## src/rtl/pipe_ctrl_pkg.sv

```systemverilog
// Shared types and defaults for the pipeline stall/flush sequencer.
// Holds the controller FSM encoding and the register-zero constant.
package pipe_ctrl_pkg;

   typedef enum logic [1:0] {
      RUN      = 2'd0,
      MEM_WAIT = 2'd1,
      HALT     = 2'd2
   } ctrl_state_e;

   localparam logic [4:0] REG_ZERO    = 5'd0;
   localparam int         DEF_TIMEOUT = 64;
   localparam int         DEF_CNT_W   = 16;

endpackage

```

## src/rtl/load_use_detect.sv

```systemverilog
// Combinational load-use hazard check between the EX-stage load and the ID-stage sources.
// Kept standalone so forwarding-related checks can reuse the same comparison.
module load_use_detect
   import pipe_ctrl_pkg::*;
(
   input  logic       mem_read,
   input  logic [4:0] ex_rt,
   input  logic [4:0] id_rs,
   input  logic [4:0] id_rt,
   input  logic       id_uses_rt,
   output logic       hit
);

   logic rs_match;
   logic rt_match;

   always_comb begin
      rs_match = (ex_rt == id_rs);
      rt_match = id_uses_rt && (ex_rt == id_rt);
      // Writes to $zero never create a real dependency.
      hit      = mem_read && (ex_rt != REG_ZERO) && (rs_match || rt_match);
   end

endmodule

```

## src/rtl/pipe_stall_ctrl.sv

```systemverilog
// Prioritised stall/flush sequencer for the 5-stage pipeline: halt > memory freeze >
// taken branch > load-use, plus a memory-wait FSM with fatal timeout and saturating perf counters.
module pipe_stall_ctrl
   import pipe_ctrl_pkg::*;
#(
   parameter int TIMEOUT = DEF_TIMEOUT,
   parameter int CNT_W   = DEF_CNT_W
) (
   input  logic             clk,
   input  logic             rst_n,
   input  logic             IDEXMemRead,
   input  logic [4:0]       IDEXRegisterRt,
   input  logic [4:0]       IFIDRegisterRs,
   input  logic [4:0]       IFIDRegisterRt,
   input  logic             IFIDUsesRt,
   input  logic             branch_taken,
   input  logic             dmem_req,
   input  logic             dmem_ready,
   output logic             PCwrite,
   output logic             IFIDwrite,
   output logic             pipe_adv,
   output logic             controlmux,
   output logic             IFIDflush,
   output logic             IDEXflush,
   output logic             mem_timeout,
   output logic [CNT_W-1:0] stall_cycles,
   output logic [CNT_W-1:0] flush_count
);

   localparam int WAIT_W = (TIMEOUT > 1) ? $clog2(TIMEOUT) : 1;
   localparam logic [WAIT_W-1:0] WAIT_LAST = WAIT_W'(TIMEOUT - 1);

   ctrl_state_e       state_q, state_d;
   logic [WAIT_W-1:0] wait_q, wait_d;
   logic [CNT_W-1:0]  stall_q, stall_d;
   logic [CNT_W-1:0]  flush_q, flush_d;

   logic lu;
   logic mf;
   logic stall_inc;
   logic flush_inc;

   load_use_detect u_lud (
      .mem_read   (IDEXMemRead),
      .ex_rt      (IDEXRegisterRt),
      .id_rs      (IFIDRegisterRs),
      .id_rt      (IFIDRegisterRt),
      .id_uses_rt (IFIDUsesRt),
      .hit        (lu)
   );

   // Enable/flush priority mux; reset holds the pipe like HALT does.
   always_comb begin
      PCwrite    = 1'b0;
      IFIDwrite  = 1'b0;
      pipe_adv   = 1'b0;
      controlmux = 1'b1;
      IFIDflush  = 1'b0;
      IDEXflush  = 1'b0;
      stall_inc  = 1'b0;
      flush_inc  = 1'b0;
      mf = ((state_q == MEM_WAIT) || ((state_q == RUN) && dmem_req)) && !dmem_ready;

      if (!rst_n || (state_q == HALT)) begin
         controlmux = 1'b1;
      end else if (mf) begin
         controlmux = 1'b0;
         stall_inc  = 1'b1;
      end else if (branch_taken) begin
         PCwrite    = 1'b1;
         IFIDwrite  = 1'b1;
         pipe_adv   = 1'b1;
         controlmux = 1'b0;
         IFIDflush  = 1'b1;
         IDEXflush  = 1'b1;
         flush_inc  = 1'b1;
      end else if (lu) begin
         pipe_adv   = 1'b1;
         controlmux = 1'b1;
         stall_inc  = 1'b1;
      end else begin
         PCwrite    = 1'b1;
         IFIDwrite  = 1'b1;
         pipe_adv   = 1'b1;
         controlmux = 1'b0;
      end
   end

   always_comb begin
      state_d = state_q;
      wait_d  = wait_q;
      case (state_q)
         RUN: begin
            wait_d = '0;
            if (dmem_req && !dmem_ready) state_d = MEM_WAIT;
         end
         MEM_WAIT: begin
            wait_d = wait_q + WAIT_W'(1);
            if (dmem_ready)              state_d = RUN;
            else if (wait_q == WAIT_LAST) state_d = HALT;
         end
         HALT:    state_d = HALT;
         default: state_d = RUN;
      endcase

      stall_d = stall_q;
      if (stall_inc && (stall_q != '1)) stall_d = stall_q + CNT_W'(1);
      flush_d = flush_q;
      if (flush_inc && (flush_q != '1)) flush_d = flush_q + CNT_W'(1);
   end

   always_ff @(posedge clk or negedge rst_n) begin
      if (!rst_n) begin
         state_q <= RUN;
         wait_q  <= '0;
         stall_q <= '0;
         flush_q <= '0;
      end else begin
         state_q <= state_d;
         wait_q  <= wait_d;
         stall_q <= stall_d;
         flush_q <= flush_d;
      end
   end

   assign mem_timeout  = (state_q == HALT);
   assign stall_cycles = stall_q;
   assign flush_count  = flush_q;

endmodule

```

## config.mk

```make
export PLATFORM = sky130hd
export DESIGN_NAME = pipe_stall_ctrl
export DESIGN_NICKNAME = d
export VERILOG_FILES = /design/src/rtl/pipe_ctrl_pkg.sv /design/src/rtl/load_use_detect.sv /design/src/rtl/pipe_stall_ctrl.sv
export SDC_FILE = /design/constraint.sdc
export NUM_CORES = 1
export LEC_CHECK = 0
export CAP_MARGIN = 10
export CORE_ASPECT_RATIO = 1.5
export CORE_MARGIN = 2
export CORE_UTILIZATION = 47
export DETAILED_ROUTE_END_ITERATION = 8
export GPL_TIMING_DRIVEN = 0
export HOLD_SLACK_MARGIN = 0.12
export PLACE_DENSITY = 0.91
export SKIP_CTS_REPAIR_TIMING = 1
export SYNTH_ARGS = -nofsm -noshare
export SYNTH_HDL_FRONTEND = slang
export SYNTH_SLANG_ARGS = --single-unit
export TNS_END_PERCENT = 20
```

## constraint.sdc

```tcl
create_clock -name clk -period 2.2 [get_ports clk]
set_input_delay 0.44 -clock clk [delete_from_list [all_inputs] [get_ports clk]]
set_output_delay 0.44 -clock clk [all_outputs]
set_load 0.03 [all_outputs]
```

== After elaboration in Yosys (flattened, before gate mapping) ==
Cells that the tools add are included.
Storage, ports and cells
  input port bits: 22
  output and inout bits: 39
  bits in registers: 40
  word-level logic and storage cells: 53
Cells by class
  reduce and logical (&&, ||, !) cells: 17
  add/sub/neg operators: 3
  eq/ne operators: 9
  multiplexer cells: 20
Operator list (number)
  adder 16 x 1 -> 16 bit (second input constant): 2
  inequality test 16 bit (second input constant): 2
  2-to-1 mux 1 bit: 15
  one-hot mux 6 bit (2 select lines): 1
  equality test 5 bit: 2
  logical AND 1 bit: 8
  adder 6 x 1 -> 6 bit (second input constant): 1
  equality test 6 bit (second input constant): 1
  2-to-1 mux 2 bit: 3
  one-hot mux 2 bit (3 select lines): 1
  nonzero test 5 bit: 1
  logical OR 1 bit: 3
  inequality test 3 x 2 -> 1 bit (second input constant): 1
  equality test 2 x 1 -> 1 bit (second input constant): 1
  equality test 2 bit (second input constant): 1
  logical NOT 1 bit: 2
  logical NOT 2 bit: 1
  inequality test 2 x 1 -> 1 bit (second input constant): 1
  AND reduction 2 bit: 1
  nonzero test 2 bit: 1

== Longest topological paths before layout ==
Gate-level depths: netlist of run 1.
  depth after elaboration: 9
  gate-level depth with buffers: 8
  depth with buffers taken out: 7

== Hierarchy ==
A second synthesis of run 1 with hierarchy kept.
Second synthesis, totals
  cells, all modules: 193
  area, all modules: 2083.2 um^2
By module, submodules not included
  pipe_stall_ctrl: cells an instance 176, area each 1950.6 um^2, sequential area each 1001.0 um^2, instances 1
  load_use_detect: cells an instance 17, area each 132.6 um^2, sequential area each 0.0 um^2, instances 1

== Least setup slack after synthesis of run 1 ==
Ideal clock, no wire load.
  path kind: input -> output
  start point: input port IDEXRegisterRt[1]
  end point: output port PCwrite
  slack: -0.540 ns
  stages on the path: 5
  data required time: 1.760 ns
  buffers on the path: 1
  arrival time: 2.300 ns
  path through: or4_1 o21ai_0 nor2_1 nor3_1 buf_4
Between the ends
  cells in the longest elaborated chain, start to end: 8
  elaborated cells between the ends (all ways): 11
  classes of those cells: 2 x eq/ne; 4 x mux; 5 x reduce/logical
RTL lines
  from (decl): line pipe_stall_ctrl.sv:12  | input logic [4:0] IDEXRegisterRt,
  equality test 5 bit: line load_use_detect.sv:19  | rt_match = id_uses_rt && (ex_rt == id_rt);
  logical AND 1 bit: line load_use_detect.sv:19
  logical OR 1 bit: line load_use_detect.sv:21  | hit = mem_read && (ex_rt != REG_ZERO) && (rs_match || rt_match);
  logical AND 1 bit *: line load_use_detect.sv:21
  2-to-1 mux 1 bit * (4 in series)
  to (decl): line pipe_stall_ctrl.sv:19  | output logic PCwrite,
Mark *: on every way between the ends. The rest lies on a longest branch, timed or not.

== Worst setup path in the final report of run 1 ==
  start point: input port IDEXRegisterRt[4]
  end point: output port PCwrite
Between the ends
  cells in the longest elaborated chain, start to end: 8
  elaborated cells between the ends (all ways): 11
  classes of those cells: 2 x eq/ne; 4 x mux; 5 x reduce/logical
RTL lines
  equality test 5 bit: line load_use_detect.sv:19
  logical AND 1 bit: line load_use_detect.sv:19
  logical OR 1 bit: line load_use_detect.sv:21
  logical AND 1 bit *: line load_use_detect.sv:21
  2-to-1 mux 1 bit *: line pipe_stall_ctrl.sv:77  | end else if (lu) begin
  2-to-1 mux 1 bit *: line pipe_stall_ctrl.sv:69  | end else if (branch_taken) begin
  2-to-1 mux 1 bit *: line pipe_stall_ctrl.sv:66  | end else if (mf) begin
  2-to-1 mux 1 bit *: line pipe_stall_ctrl.sv:64  | if (!rst_n || (state_q == HALT)) begin
Marked as above.

==> results of run 1 <==
[final timing paths]
path / start / to / slack [ps]
hold reg to reg: flush_count[15] / flush_count[15] / 500
hold / removal: rst_n / flush_count[12] / 110
setup reg to reg: stall_cycles[0] / stall_cycles[9] / 70
max in group asynchronous: rst_n / state_q[0] / 1880
min in group clk: flush_count[15] / flush_count[15] / 500
setup / recovery: IDEXRegisterRt[4] / PCwrite / -150
[synthesized netlist by cell type (all sizes together) (3+ instances only)]
master  instances
dfrtp          40
xnor2          23
nand2          19
xor2           15
nand3          14
nor2           14
nand4          11
and3            7
nor3            6
mux2            5
a22o            4
buf             4
o21ai           4
or4             4
a21o            3
and2            3
ha              3
[power by group through the flow]
stage               sequential, mW  clock [mW]  combinational, mW
floorplan                     1.09           0              0.178
global placement             0.943           0              0.595
detailed placement           0.948           0              0.610
CTS                          0.935       0.599              0.613
global route                 0.952       0.629              0.683
finish                       0.940       0.596              0.636
[final cells by class]
class	count	area, um2	share of cell area, %
plain buffers	5	37.5	1.23
well taps	46	57.6	1.88
clock inverters	3	42.5	1.39
inverters	2	7.51	0.246
multi-input cells	154	1150	37.6
flip-flops and latches	40	1000	32.9
clock buffers	5	68.8	2.25
repair buffers	69	689	22.6
[stage by stage]
| step | std cells | instance area (um2) | hold WS [ps] | TNS (ps) | setup WS (ps) |
|---|---|---|---|---|---|
| after floorplan | 201 | 2130 | 144 | -14.7 | -14.7 |
| after global placement | 307 | 2780 | 483 | -74870 | -2110 |
| after detailed placement | 308 | 2800 | 428 | -12820 | -1030 |
| after CTS | 316 | 2910 | 117 | -5900 | -1040 |
| after global routing | 324 | 3060 | 127 | -650 | -239 |
| final | 324 | 3060 | 106 | -217 | -149 |
[routing by layer]
metal	global-route usage (%)	wire, um	vias up
li1	-	-	866
met3	4.98	289	12
met2	34.6	2830	52
met4	6.82	110	0
met1	22.5	1970	902
met5	0	0	-
[sequential cells by signal, summed over array words and instances (netlist names)]
| register | cells |
|---|---|
| wait_q | 6 |
| stall_cycles | 16 |
| state_q | 2 |
| flush_count | 16 |
[worst max-delay path: stages]
cell and delay (ps):
clkbuf_2 110, or4_4 560, o21ai_4 230, nor2_4 80, nor3_4 240, buf_6 120, buf_6 120
[placed cells by master, fill, tap and decap left out, types with 2 or more instances in the layout]
master,count
xor2_1,15
and4_1,2
dfrtp_2,3
or4_1,3
a21o_1,3
nand2_1,19
inv_1,2
mux2_2,5
and3_1,7
dfrtp_1,37
buf_4,9
clkbuf_8,5
nor3_1,3
buf_6,5
xnor2_1,22
nor3_4,2
ha_1,2
nand3_1,14
nand4_1,11
o2111ai_1,2
nor2_1,10
o21ai_0,3
nor2_2,3
clkbuf_2,5
a22o_1,4
clkdlybuf4s50_1,37
and2_1,2
dlymetal6s2s_1,14
[cell families after synthesis]
family / synth area share [%]
and+or+nand+nor: 22.7
DFF: 47.6
xor gates and xnor gates: 15.8
buffers and inverters: 1.78
adders and majority gates: 1.78
muxes: 2.68
AOI/OAI and AO/OA: 7.67
==> reports/metrics.yaml, run 1 <==
critPathKind: "in -> out"
worst_pin_slew_ps: 739
syn-cell-area_mm2: 0.00210
drc: 3
clk_latency_ps: 290
antenna_found_initial: 0
drt-total-wl_um: 5200
yosysSeqAreaShare_pct: 47.6
layout.nets: 302
hold_viol_final: 0
p_sw_mw: 0.721
fin_crit_ps: 2350
cts_buffer_depth: 2
routabilityCongestion: 0.806
synthFlopType: "dfrtp_1"
reg2regPathDepth: 8
root_buffer: "clkbuf_8"
internal-power_mw: 1.45
die_h_um: 86.0
relSlewSlack_pct: 50.3
numCtsBuffers: 5
port_buffers: 60
fin_util_pct: 71.4
rsz0062_at_grt: "true"
worstPathRequired_ps: 1760
grt_overflow: 0
hold_class: "in -> async"
rows: 29
antenna_cells: 0
syn_area_per_cell_um2: 10.5
wl_per_cell_um: 16.0
skew_ps: 5.19
startpoint_type: "input pin"
ir_worst_vdd_v: 0.000549
io-pin-count: 61
outcome: "finished, violations left"
htree_levels: 2
p_leak_nw: 1.44
drv_slew: 0
pwr_density_cell_mw_per_mm2: 710
syn_inst: 201
place_hpwl_um: 3600
ys_async_sr_fraction_pct: 100
dieArea_mm2: 0.00504
timing.fmax_mhz: 426
power_frac_clock_pct: 27.4
synth-edff-count: 0
cts.sinks: 40
ys_types: 37
initialDrtViolationCount: 72
cap_viol_max_count: 0
initial_core_util_pct: 49.2
syn-num-nets: 226
ant_nets: 0
cts_tree: "yes"
track_usage_pct: 19.6
dr.pass1.iters: 8
avgViaCountPerCell: 5.65
drive_gt1_share_pct: 20.5
fillers: 292
end_kind: "primary output"
grt_pass1_wl_um: 7680
die_x_um: 58.6
synth.top_cell.area_share_pct: 47.6
setup_viol: 2
min_period_over_period_pct: 107
ys_ff_latch: 40
comb_power_share_pct: 29.3
swShare_pct: 33.2
violations: "design-rule violations, negative setup slack"
num_vias: 1832
p_seq_share_pct: 43.3
ys_warn_count: 0
area_growth_pct: 45.2
grt_pass1_vias: 1720
finalPower_mw: 2.17
coreArea_mm2: 0.00428
setup_slack_ps: -149
worstPathMaxFanout: 4
path_clk_slew_ps: 80
yosys.area.top_type: "dfrtp_1"
yosys-top-cells-area: "dfrtp_1 48%, xnor2_1 9.6%, xor2_1 6.2%, nand2_1 3.4%, nand3_1 3.3%"
grt_max_degree: 43
arrival_ps: 1910
No activity file was read; power rests on OpenSTA's default activity.
==> inputs of run 2 (changes only) <==
- SETUP_SLACK_MARGIN: not set -> 0.05
==> reports/metrics.yaml, run 2 (synthesis gave the netlist of run 1 again) <==
outcome: "finished, violations left"
violations: "design-rule violations, negative setup slack"
root_buffer: "clkbuf_8"
grt_max_degree: 43
worstPathMaxFanout: 4
worst_pin_slew_ps: 546
dieArea_mm2: 0.00504
mostFrequentLayoutCells: "37 x dfrtp_1, 35 x clkdlybuf4s50_1, 22 x xnor2_1"
p_leak_nw: 1.46
rsz0062_at_grt: "true"
end_kind: "primary output"
startpoint_type: "input pin"
antenna_cells: 0
min_period_over_period_pct: 104
coreArea_mm2: 0.00428
drive_gt1_share_pct: 22.9
worstReg2RegStart: "stall_cycles[0]"
ir_worst_vdd_v: 0.000549
grt_pass1_wl_um: 7680
drt-total-wl_um: 5370
path_clk_slew_ps: 80
drc: 3
rows: 29
critPathKind: "in -> out"
finalPower_mw: 2.18
port_buffers: 60
cts_tree: "yes"
layout.nets: 303
grt_pass1_vias: 1720
track_usage_pct: 19.6
cts_buffer_depth: 2
initial_core_util_pct: 49.2
initialDrtViolationCount: 91
num_vias: 1872
dr.pass1.iters: 8
fin_util_pct: 72.7
die_x_um: 58.6
worstPathRequired_ps: 1760
numCtsBuffers: 5
pwr_density_cell_mw_per_mm2: 699
htree_levels: 2
clk_latency_ps: 290
ant_nets: 0
relSlewSlack_pct: 63.3
skew_ps: 2.75
io-pin-count: 61
arrival_ps: 1850
timing.fmax_mhz: 437
cap_viol_max_count: 0
setup_slack_ps: -88.9
setup_viol: 2
avgViaCountPerCell: 5.76
area_growth_pct: 47.9
die_h_um: 86.0
cts.sinks: 40
hold_class: "in -> async"
routabilityCongestion: 0.806
grt_overflow: 0
cp-startpoint: "IDEXRegisterRt[4]"
place_hpwl_um: 3600
hold_viol_final: 0
dp_slack_ps: -1030
final_common_cell: "dfrtp_1"
wl_per_cell_um: 16.5
drv_slew: 0
fin_crit_ps: 2290
antenna_found_initial: 0
run 2: cell count changes in the layout (fill, tap and decap cells not counted), sizes merged:
cell | before | now
clkbuf | 11 | 7
buf | 17 | 24
clkdlybuf4s50 | 37 | 35
run 2: path summary, 6_finish.rpt:
| kind | depth (start not counted) | slack (ps) | endpoint |
|---|---|---|---|
| max in group asynchronous | 2 | 1880 | state_q[0] |
| min | 2 | 110 | flush_count[12] |
| min in group clk | 2 | 480 | state_q[1] |
| max reg2reg | 8 | 120 | stall_cycles[9] |
| min reg2reg | 1 | 500 | flush_count[15] |
| max | 7 | -90 | PCwrite |
run 2: layout make-up:
class                      instances  area [um2]
inverter                           2        7.51
tap                               46        57.6
buffer                             5        37.5
multi-input combinational        154        1180
fill                             270        1170
timing repair buffer              70         712
clock buffer                       5        68.8
sequential                        40        1000
clock inverter                     3        42.5
run 2: metal layers:
| metal | vias up | wire length [um] | GRT usage, % |
|---|---|---|---|
| li1 | 865 | - | - |
| met1 | 924 | 2110 | 22.5 |
| met2 | 63 | 2820 | 34.6 |
| met3 | 20 | 282 | 4.98 |
| met4 | 0 | 152 | 6.82 |
| met5 | - | 0 | 0 |
run 2: report_power, final:
group,total (mW),internal (mW),switching (mW)
logic,0.645,0.300,0.345
registers,0.937,0.822,0.115
clock network,0.595,0.336,0.259
run 2: critical path: stages:
cell     delay [ps]
buf_8           100
or4_4           540
o21ai_4         220
nor2_4           80
nor3_4          220
buf_6           120
buf_6           120
run 2: metrics by stage:
stage                     area (um2)  std cells  TNS [ps]  hold WS [ps]
after global routing            3110        325      -313           130
final                           3110        325      -168           108
after global placement          2780        307    -74870           483
after CTS                       2910        316     -5900           117
after floorplan                 2130        201     -14.7           144
after detailed placement        2800        308    -12820           428
==> inputs of run 3 (changes only) <==
- CORE_MARGIN: 2 -> 3
- SYNTH_HIERARCHICAL: not set -> 1
==> reports/metrics.yaml, run 3 <==
synth.most_common_cell: "dfrtp_1"
rows: 29
grt_pass1_vias: 1787
htree_levels: 2
drt-total-wl_um: 5090
r2r_end: "flush_count[14]"
worst_pin_slew_ps: 556
synth.top_cell.area_share_pct: 48.0
ys_warn_count: 6
cpMostUsedCell: "buf_6"
finalNonFillerCells: 314
track_usage_pct: 20.0
coreArea_mm2: 0.00425
critPathKind: "in -> out"
antenna_found_initial: 0
arrival_ps: 1880
reg2regPathDepth: 6
layout.nets: 292
startpoint_type: "input pin"
violations: "negative setup slack"
die_x_um: 60.4
hold_class: "reg -> reg"
synth-edff-count: 0
ant_nets: 0
syn_inst: 193
min_delay_path_depth: 1
fin_crit_ps: 2320
grt_max_degree: 43
grt_overflow: 0
ys_types: 34
critPathSlowestCell: "clkdlybuf4s50_1"
min_period_over_period_pct: 105
hold_ws_ps: 495
relSlewSlack_pct: 62.7
dr.pass1.iters: 4
final_common_cell: "dfrtp_1"
crit_family: "buffers and inverters"
timing.fmax_mhz: 431
worstReg2RegStart: "flush_count[0]"
hold_viol_final: 0
syn-num-nets: 218
syn-cell-area_mm2: 0.00208
numCtsBuffers: 5
num_vias: 1779
path_clk_slew_ps: 70
p_leak_nw: 1.39
avgViaCountPerCell: 5.67
crit_chain: "clkdlybuf4s50_1 > xnor2_1 > nand3_1 > a21oi_2 > nand2b_4 > and2_4 > buf_6 > buf_6"
drc: 0
die_h_um: 87.5
yosys-top-cells-area: "dfrtp_1 48%, xnor2_1 12%, xor2_1 5.0%, nand4_1 4.5%, nand3_1 4.1%"
yosys.area.top_type: "dfrtp_1"
grt_pass1_wl_um: 8020
min_to: "stall_cycles[4]"
skew_ps: 8.17
worstPathMaxFanout: 4
dpl.cell_count: 299
cpPeakStageDelay_ps: 430
synthFlopType: "dfrtp_1"
setup_viol: 11
end_kind: "primary output"
cts_tree: "yes"
drive_gt1_share_pct: 18.3
area_growth_pct: 43.7
ir_worst_vdd_v: 0.000747
worstPathRequired_ps: 1760
reg2reg_slack_ps: 250
cts_buffer_depth: 2
ys_ff_latch: 40
place_hpwl_um: 3570
holdCritStartpoint: "stall_cycles[4]"
port_buffers: 60
setup_slack_ps: -121
synthTopCellsByCount: "40 x dfrtp_1, 28 x xnor2_1, 17 x nand3_1, 15 x nand4_1, 14 x nand2_1"
dieArea_mm2: 0.00528
ys_async_sr_fraction_pct: 100
rsz0062_at_grt: "true"
outcome: "finished, violations left"
cts.sinks: 40
io-pin-count: 61
routabilityCongestion: 0.779
antenna_cells: 0
crit_buf_inv: 3
cap_viol_max_count: 0
wl_per_cell_um: 16.2
initialDrtViolationCount: 33
syn_area_per_cell_um2: 10.8
drv_slew: 0
mostFrequentLayoutCells: "39 x dfrtp_1, 38 x clkdlybuf4s50_1, 28 x xnor2_1"
fillers: 299
root_buffer: "clkbuf_8"
clk_latency_ps: 300
finalPower_mw: 2.15
pwr_density_cell_mw_per_mm2: 719
yosysSeqAreaShare_pct: 48.0
initial_core_util_pct: 49.1
run 3: cell count changes after synthesis, moves of 3 or more:
cell / previous run / this run
xnor2_1: 23 / 28
nand3_1: 14 / 17
nor2_2: 3 / 0
nand4_1: 11 / 15
xor2_1: 15 / 12
nand2_1: 19 / 14
run 3: cells by family (layout without fill, tap and decap cells):
kind of cell	count (synthesis)	count (layout)	synth area share, %
and+or+nand+nor	80	80	21.0
xor gates and xnor gates	40	40	16.8
DFF	40	40	48.0
AOI/OAI and AO/OA	19	19	8.35
buffers and inverters	8	83	2.34
adders and majority gates	3	3	1.80
muxes	3	3	1.62
run 3: area by class of cell:
cell class | instances | area [um2] | share of cell area, %
clock inverter | 2 | 10.0 | 0.334
tap | 46 | 57.6 | 1.92
timing repair buffer | 67 | 702 | 23.4
inverter | 3 | 11.3 | 0.376
multi-input combinational | 145 | 1090 | 36.3
sequential | 40 | 1000 | 33.5
clock buffer | 6 | 82.6 | 2.76
buffer | 5 | 41.3 | 1.38
run 3: metal layers:
layer  vias up  routed length [um]  global-route usage, %
li1        833                   -                      -
met1       872                1870                   23.4
met2        62                2710                   33.3
met3        12                 370                   5.60
met4         0                 142                   9.27
met5         -                   0                      0
run 3: through the flow:
step	setup WS [ps]	TNS [ps]	area (um2)	utilization, %
detailed placement	-1150	-21490	2740	64.5
global route	-149	-1540	2990	70.5
finish	-121	-542	2990	70.5
global placement	-2160	-70380	2740	64.6
floorplan	-13.5	-13.5	2090	-
CTS	-1150	-11830	2830	66.7
run 3: worst max-delay path by stage:
stage	startpoint	endpoint	slack, ps	cells after the start
6_report	IFIDRegisterRs[2]	PCwrite	-120	8
5_1_grt	IFIDRegisterRs[2]	PCwrite	-150	8
4_1_cts	IDEXRegisterRt[0]	PCwrite	-1150	8
3_5_place_dp	IDEXRegisterRt[0]	PCwrite	-1150	8
3_3_place_gp	rst_n	PCwrite	-2160	6
2_1_floorplan	IDEXRegisterRt[3]	controlmux	-10	6
run 3: worst register-to-register path: stages (launching register included):
cell	delay, ps
dfrtp_1	440
ha_1	230
and4_1	270
nand2_1	70
a211oi_1	490
nand3_1	190
xnor2_1	160
run 3: power by group:
group	switching, mW	internal (mW)	leakage (nW)	total (mW)
clock network	0.255	0.250	0.0510	0.505
registers	0.132	0.830	0.539	0.962
logic	0.365	0.320	0.799	0.685
total	0.752	1.40	1.39	2.15
